## src/rtl/seg7_scan_mux_pkg.sv

```systemverilog
`default_nettype none
// ============================================================================
// seg7_scan_mux_pkg -- shared types and constants for the scanned 7-seg mux
// Rev 1.0
// ============================================================================
package seg7_scan_mux_pkg;

  typedef enum logic [0:0] {
    BLANK = 1'b0,
    SHOW  = 1'b1
  } state_e;

  // Largest nibble value that decodes to a glyph; anything above is dark.
  localparam logic [3:0]  BCD_INVALID       = 4'd9;

  // 1 ms per digit and 1.6 us dead time at the 10 MHz board clock.
  localparam logic [23:0] DEF_REFRESH_COUNT = 24'd10_000;
  localparam logic [7:0]  DEF_BLANK_CYCLES  = 8'd16;

endpackage
`default_nettype wire

```

## src/rtl/seg7_scan_mux_if.sv

```systemverilog
`default_nettype none
// ============================================================================
// seg7_scan_mux_if -- digit-load and display-drive signals of the scan mux
// Rev 1.0
// ============================================================================
interface seg7_scan_mux_if #(
  parameter int NUM_DIGITS = 4
);

  logic                    load;
  logic [4*NUM_DIGITS-1:0] digits_in;
  logic [NUM_DIGITS-1:0]   dp_in;
  logic                    blank_lz;
  logic [6:0]              segments;
  logic                    dp;
  logic [NUM_DIGITS-1:0]   digit_en;
  logic                    load_ack;
  logic                    frame_start;

  modport master (
    output load, digits_in, dp_in, blank_lz,
    input  segments, dp, digit_en, load_ack, frame_start
  );

  modport slave (
    input  load, digits_in, dp_in, blank_lz,
    output segments, dp, digit_en, load_ack, frame_start
  );

endinterface
`default_nettype wire

```

## src/rtl/seg7_scan_mux_seg7.sv

```systemverilog
`default_nettype none
// ============================================================================
// seg7_scan_mux_seg7 -- BCD to 7-segment decoder, bits {g,f,e,d,c,b,a}
// Rev 1.0
// ============================================================================
module seg7_scan_mux_seg7
  import seg7_scan_mux_pkg::*;
(
  input  logic [3:0] bcd,
  output logic [6:0] segments
);

  always_comb begin
    segments = 7'h00;
    if (bcd <= BCD_INVALID) begin
      case (bcd)
        4'd0:    segments = 7'h3F;
        4'd1:    segments = 7'h06;
        4'd2:    segments = 7'h5B;
        4'd3:    segments = 7'h4F;
        4'd4:    segments = 7'h66;
        4'd5:    segments = 7'h6D;
        4'd6:    segments = 7'h7D;
        4'd7:    segments = 7'h07;
        4'd8:    segments = 7'h7F;
        4'd9:    segments = 7'h6F;
        default: segments = 7'h00;
      endcase
    end
  end

endmodule
`default_nettype wire

```

## src/rtl/seg7_scan_mux.sv

```systemverilog
`default_nettype none
// ============================================================================
// seg7_scan_mux -- time-multiplexed 7-seg driver, tear-free frame updates
// Rev 1.0
// ============================================================================
module seg7_scan_mux
  import seg7_scan_mux_pkg::*;
#(
  parameter int          NUM_DIGITS    = 4,
  parameter logic [23:0] REFRESH_COUNT = DEF_REFRESH_COUNT,
  parameter logic [7:0]  BLANK_CYCLES  = DEF_BLANK_CYCLES
) (
  input  logic           clk,
  input  logic           reset,
  seg7_scan_mux_if.slave bus
);

  localparam int               IDX_W      = (NUM_DIGITS > 1) ? $clog2(NUM_DIGITS) : 1;
  localparam logic [0:0]       ST_BLANK   = BLANK;
  localparam logic [0:0]       ST_SHOW    = SHOW;
  localparam logic [23:0]      BLANK_LAST = {16'd0, BLANK_CYCLES} - 24'd1;
  localparam logic [23:0]      SHOW_LAST  = REFRESH_COUNT - 24'd1;
  localparam logic [IDX_W-1:0] IDX_LAST   = IDX_W'(NUM_DIGITS - 1);

  logic [0:0]              state;
  logic [23:0]             timer;
  logic [IDX_W-1:0]        index;
  logic [4*NUM_DIGITS-1:0] shadow_digits;
  logic [4*NUM_DIGITS-1:0] display_digits;
  logic [NUM_DIGITS-1:0]   shadow_dp;
  logic [NUM_DIGITS-1:0]   display_dp;
  logic                    pending;
  logic                    load_ack_q;
  logic                    frame_start_q;
  logic                    blank_lz_q;

  logic                    show_last;
  logic                    frame_wrap;
  logic [NUM_DIGITS-1:0]   digit_en;
  logic [NUM_DIGITS-1:0]   lz_blank;
  logic                    zeros_above;
  logic [3:0]              nibble;
  logic                    nibble_dp;
  logic [6:0]              seg_raw;
  logic                    seg_on;

  assign show_last  = (state == ST_SHOW) && (timer == SHOW_LAST);
  assign frame_wrap = show_last && (index == IDX_LAST);

  always_ff @(posedge clk or posedge reset) begin
    if (reset) begin
      state <= ST_BLANK;
      timer <= '0;
      index <= '0;
    end else begin
      case (state)
        ST_BLANK: begin
          if (timer == BLANK_LAST) begin
            state <= ST_SHOW;
            timer <= '0;
          end else begin
            timer <= timer + 24'd1;
          end
        end
        default: begin
          if (show_last) begin
            state <= ST_BLANK;
            timer <= '0;
            index <= (index == IDX_LAST) ? '0 : index + IDX_W'(1);
          end else begin
            timer <= timer + 24'd1;
          end
        end
      endcase
    end
  end

  // The display copy reads the pre-load shadow, so a load landing on the
  // wrap edge is deferred one frame and keeps pending set.
  always_ff @(posedge clk or posedge reset) begin
    if (reset) begin
      shadow_digits  <= '0;
      shadow_dp      <= '0;
      display_digits <= '0;
      display_dp     <= '0;
      pending        <= 1'b0;
      load_ack_q     <= 1'b0;
      frame_start_q  <= 1'b0;
      blank_lz_q     <= 1'b0;
    end else begin
      load_ack_q    <= bus.load;
      blank_lz_q    <= bus.blank_lz;
      frame_start_q <= frame_wrap && pending;
      if (frame_wrap && pending) begin
        display_digits <= shadow_digits;
        display_dp     <= shadow_dp;
      end
      if (bus.load) begin
        shadow_digits <= bus.digits_in;
        shadow_dp     <= bus.dp_in;
        pending       <= 1'b1;
      end else if (frame_wrap) begin
        pending <= 1'b0;
      end
    end
  end

  for (genvar g = 0; g < NUM_DIGITS; g++) begin : g_digit_en
    assign digit_en[g] = (state == ST_SHOW) && (index == IDX_W'(g));
  end

  always_comb begin
    nibble    = '0;
    nibble_dp = 1'b0;
    for (int i = 0; i < NUM_DIGITS; i++) begin
      if (index == IDX_W'(i)) begin
        nibble    = display_digits[4*i +: 4];
        nibble_dp = display_dp[i];
      end
    end
  end

  // lz_blank[i]: every nibble from i up to the top digit is zero.
  always_comb begin
    lz_blank    = '0;
    zeros_above = 1'b1;
    for (int i = NUM_DIGITS - 1; i > 0; i--) begin
      zeros_above = zeros_above && (display_digits[4*i +: 4] == 4'd0);
      lz_blank[i] = zeros_above;
    end
  end

  seg7_scan_mux_seg7 u_seg7 (
    .bcd      (nibble),
    .segments (seg_raw)
  );

  assign seg_on = (state == ST_SHOW) && (nibble <= BCD_INVALID) &&
                  !(blank_lz_q && |(lz_blank & digit_en));

  assign bus.segments    = seg_on ? seg_raw : 7'h00;
  assign bus.dp          = (state == ST_SHOW) && nibble_dp;
  assign bus.digit_en    = digit_en;
  assign bus.load_ack    = load_ack_q;
  assign bus.frame_start = frame_start_q;

endmodule
`default_nettype wire
```

## src/flat_wrapper.sv

```systemverilog
// flat-port wrapper written by rule: the top's interface ports become plain ports
module seg7_scan_mux_flat import seg7_scan_mux_pkg::*;
#(
  parameter int          NUM_DIGITS    = 4,
  parameter logic [23:0] REFRESH_COUNT = DEF_REFRESH_COUNT,
  parameter logic [7:0]  BLANK_CYCLES  = DEF_BLANK_CYCLES
)
  (clk, reset, bus_load, bus_digits_in, bus_dp_in, bus_blank_lz, bus_segments, bus_dp, bus_digit_en, bus_load_ack, bus_frame_start);
  seg7_scan_mux_if #(.NUM_DIGITS(NUM_DIGITS)) bus_i ();
  input  logic clk;
  input  logic reset;
  input wire logic [$bits(bus_i.load)-1:0] bus_load;
  input wire logic [$bits(bus_i.digits_in)-1:0] bus_digits_in;
  input wire logic [$bits(bus_i.dp_in)-1:0] bus_dp_in;
  input wire logic [$bits(bus_i.blank_lz)-1:0] bus_blank_lz;
  output wire logic [$bits(bus_i.segments)-1:0] bus_segments;
  output wire logic [$bits(bus_i.dp)-1:0] bus_dp;
  output wire logic [$bits(bus_i.digit_en)-1:0] bus_digit_en;
  output wire logic [$bits(bus_i.load_ack)-1:0] bus_load_ack;
  output wire logic [$bits(bus_i.frame_start)-1:0] bus_frame_start;
  assign bus_i.load = bus_load;
  assign bus_i.digits_in = bus_digits_in;
  assign bus_i.dp_in = bus_dp_in;
  assign bus_i.blank_lz = bus_blank_lz;
  assign bus_segments = bus_i.segments;
  assign bus_dp = bus_i.dp;
  assign bus_digit_en = bus_i.digit_en;
  assign bus_load_ack = bus_i.load_ack;
  assign bus_frame_start = bus_i.frame_start;
  seg7_scan_mux #(.NUM_DIGITS(NUM_DIGITS), .REFRESH_COUNT(REFRESH_COUNT), .BLANK_CYCLES(BLANK_CYCLES)) u_core (.clk(clk), .reset(reset), .bus(bus_i));
endmodule
```

## config.mk

```make
export PLATFORM = sky130hd
export DESIGN_NAME = seg7_scan_mux_flat
export DESIGN_NICKNAME = d
export VERILOG_FILES = /design/src/rtl/seg7_scan_mux_pkg.sv /design/src/rtl/seg7_scan_mux_if.sv /design/src/rtl/seg7_scan_mux_seg7.sv /design/src/rtl/seg7_scan_mux.sv /design/src/flat_wrapper.sv
export SDC_FILE = /design/constraint.sdc
export NUM_CORES = 1
export LEC_CHECK = 0
export ABC_AREA = 0
export BUFFER_PORTS_ARGS = -buffer_cell sky130_fd_sc_hd__buf_2
export CORE_MARGIN = 5
export CORE_UTILIZATION = 46
export CTS_BUF_LIST = sky130_fd_sc_hd__clkbuf_4 sky130_fd_sc_hd__clkbuf_8 sky130_fd_sc_hd__clkbuf_16
export CTS_CLUSTER_SIZE = 25
export DETAILED_ROUTE_END_ITERATION = 8
export MAX_ROUTING_LAYER = met4
export SYNTH_ARGS = -nofsm -noshare
export SYNTH_HDL_FRONTEND = slang
export SYNTH_SLANG_ARGS = --single-unit
```

## constraint.sdc

```tcl
create_clock -name clk -period 3 [get_ports clk]
set_input_delay 0.3 -clock clk [delete_from_list [all_inputs] [get_ports clk]]
set_output_delay 0.3 -clock clk [all_outputs]
set_load 0.05 [all_outputs]
```

==> flow_metrics.env <==
export IMPL_yosys_warnings=0
export IMPL_hold_worst_slack_ns=0.0670
export IMPL_ys_seq_area_share_pct=50.8
export IMPL_ir_drop_mv=0.341
export IMPL_outcome="finished, final reports clean"
export IMPL_cts_root_buf="clkbuf_8"
export IMPL_cts_sink_count=71
export IMPL_final_max_slew_viol_count=0
export IMPL_firstDrtPassIters=4
export IMPL_cts_buffer_depth=2
export IMPL_fin_nets=381
export IMPL_finalCoreUtilization_pct=57.4
export IMPL_synthesis_area_per_instance_um2=11.7
export IMPL_mappedNetlistNets=332
export IMPL_synth_seq_cells=71
export IMPL_timing_slew_headroom_pct=50.3
export IMPL_vias=2333
export IMPL_die_area_um2=9450
export IMPL_timing_fmax_mhz=349
export IMPL_ioPinCount=38
export IMPL_ys_dominant_reg_cell="dfrtp_1"
export IMPL_synthDominantAreaCellType="dfrtp_1"
export IMPL_die_height_um=97.2
export IMPL_finalHoldViolations=0
export IMPL_grt_pass1_vias=2344
export IMPL_design_core_area_um2=7330
export IMPL_antenna_found_initial=0
export IMPL_finalCriticalPeriod_ns=2.87
export IMPL_final_cell_mix="70 x dfrtp_1, 31 x buf_2, 22 x mux2_2"
export IMPL_critPathCaptureType="output pin"
export IMPL_dieWidth_um=97.2
export IMPL_min_path_type="in2async"
export IMPL_initial_utilization_pct=47.7
export IMPL_globalRouteOverflowTotal=0
export IMPL_place_hpwl_mm=4.85
export IMPL_non_filler_instance_count_after_layout=451
export IMPL_syn_cell_area_um2=3500
export IMPL_areaGrowthSynthToFinish_pct=20.2
export IMPL_finalWeightedCongestion=0.838
export IMPL_remaining_drcs=0
export IMPL_timing_clock_skew_ns=0.0121
export IMPL_tritoncts_num_buffers=9
export IMPL_min_period_over_period_pct=95.6
export IMPL_timing_worst_slew_pin_value_ns=0.745
export IMPL_totalWireLength_mm=6.70
export IMPL_rows=31
export IMPL_insertedDiodeCount=0
export IMPL_cts_htree_levels=3
export IMPL_synth_top_cell_area_share_pct=50.8
export IMPL_placedInstanceArea_um2=3810
export IMPL_timing_critical_path_from_type="flip-flop"
export IMPL_grt_max_degree=36
export IMPL_timing_final_ws_setup_ns=0.132
export IMPL_setup_tns_ns=0
export IMPL_post_synth_inst_count=298
export IMPL_clock_latency_ns=0.35
export IMPL_cts_tree="yes"
export IMPL_static_leak_nw=1.99
export IMPL_grt_pass1_wl_mm=11.6
export IMPL_maxCapViolations=0
export IMPL_place_inst=430
export IMPL_drive_gt1_share_pct=38.1
export IMPL_route_detailed_vias_per_inst=5.17
export IMPL_wl_per_cell_um=14.9
export IMPL_ys_async_sr_fraction_pct=100
export IMPL_layout_cells_most_common="dfrtp_1"
export IMPL_final_area_um2=4210
export IMPL_synth_cell_type_count=37
export IMPL_timing_setup_critical_path_class="reg2out"
export IMPL_synth_edf_count=0
export IMPL_grt_use_total_pct=15.6
export IMPL_initialDrtViolationCount=92
export IMPL_post_layout_total_power_mw=1.88
export IMPL_place_worst_setup_slack_ns=0.270
export IMPL_critPathArrivalTime_ns=2.57
export IMPL_clkTransAtPathRegs_ns=0.09
export IMPL_worst_path_max_fanout=8
export IMPL_setup_violations_final=0
export IMPL_power_density_cell_area_nw_per_um2=446
export IMPL_postRouteAntennaNets=0
export IMPL_grt_setup_unrepaired="true"
export IMPL_crit_required_ns=2.70
export IMPL_placement_io_buffers=37
export IMPL_yosys_top_cells_area="dfrtp_1 51%, mux2_4 8.6%, mux2_2 7.1%, ha_1 3.6%, xnor2_1 3.0%"
==> final timing paths <==
| path | startpoint | endpoint | slack, ns | cells after the start |
|---|---|---|---|---|
| max | u_core.index[1]$_DFFE_PP0P_ | bus_segments[0] | 0.13 | 9 |
| min | reset | u_core.shadow_dp[2]$_DFFE_PP0P_ | 0.07 | 2 |
| max reg2reg | u_core.timer[4]$_DFF_PP0_ | u_core.display_digits[10]$_DFFE_PP0P_ | 0.70 | 5 |
| min reg2reg | u_core.timer[0]$_DFF_PP0_ | u_core.timer[0]$_DFF_PP0_ | 0.48 | 1 |
| max in group asynchronous | reset | u_core.index[0]$_DFFE_PP0P_ | 2.17 | 3 |
| min in group clk | bus_blank_lz | u_core.blank_lz_q$_DFF_PP0_ | 0.07 | 1 |
==> worst max-delay path, cell delays in order (launching register included) <==
cell and delay [ns]:
dfrtp_1 0.41, buf_4 0.15, ha_4 0.18, buf_6 0.14
a221o_1 0.41, ha_1 0.24, nor2b_1 0.13, o32ai_1 0.26
nor3b_2 0.07, buf_2 0.21
==> sequential cells by signal (all words and copies together), names as in the netlist <==
name and cells:
u_core.pending 1, u_core.timer 24, u_core.display_digits 16, u_core.bus.frame_start 1, u_core.shadow_digits 16, u_core.state 1
u_core.blank_lz_q 1, u_core.bus.load_ack 1, u_core.index 2, u_core.display_dp 4, u_core.shadow_dp 4
==> per-layer routing <==
| metal | share of wire [%] | GRT usage, % |
|---|---|---|
| met1 | 50 | 21.2 |
| met2 | 45 | 21.9 |
| met3 | 4.1 | 5.46 |
| met4 | 1.3 | 4.79 |
| met5 | 0 | - |
==> synth_stat cells (4+ instances only) <==
library cell   n
dfrtp_1       71
mux2_2        22
mux2_4        20
nand2_1       17
nor2_1        17
nand3_1       16
inv_1         12
xnor2_1       12
a21oi_1       10
and2_1        10
ha_1          10
xor2_1        10
clkbuf_1       8
o21ai_0        8
and3_1         5
nand3b_1       5
nor3b_1        5
a211oi_1       4
nor3_1         4
nor4_1         4
==> cell type report <==
class / count / area (um^2)
Fill cell: 606 / 3120
Sequential cell: 71 / 1780
Multi-Input combinational cell: 205 / 1740
Timing Repair Buffer: 48 / 305
Clock buffer: 10 / 138
Tap cell: 99 / 124
Clock inverter: 6 / 73.8
Inverter: 12 / 45.0
==> power by group <==
group	switching, mW	internal, mW
Combinational	0.0363	0.0377
Sequential	0.0139	0.984
Clock	0.384	0.420
Total	0.434	1.44
==> repair_timing <==
| action | CTS | global route |
|---|---|---|
| endpoints found under the setup margin | 7 | 7 |
| setup buffers | 2 | 3 |
| hold buffers | 0 | 0 |
| resized for setup | 15 | 24 |
| pin swaps | 1 | 5 |
==> logic make-up (layout without fill, tap and decap cells) <==
group / Yosys count / in the layout / synth area share (%)
adder cells (fa/ha/maj): 10 / 10 / 3.58
AND/OR/NAND/NOR: 99 / 99 / 15.8
AO/OA/AOI/OAI: 32 / 32 / 5.86
flip-flops: 71 / 71 / 50.8
buffers and inverters: 22 / 76 / 2.79
multiplexers: 42 / 42 / 15.7
XOR/XNOR: 22 / 22 / 5.51
Power figures use the tool's default switching activity.
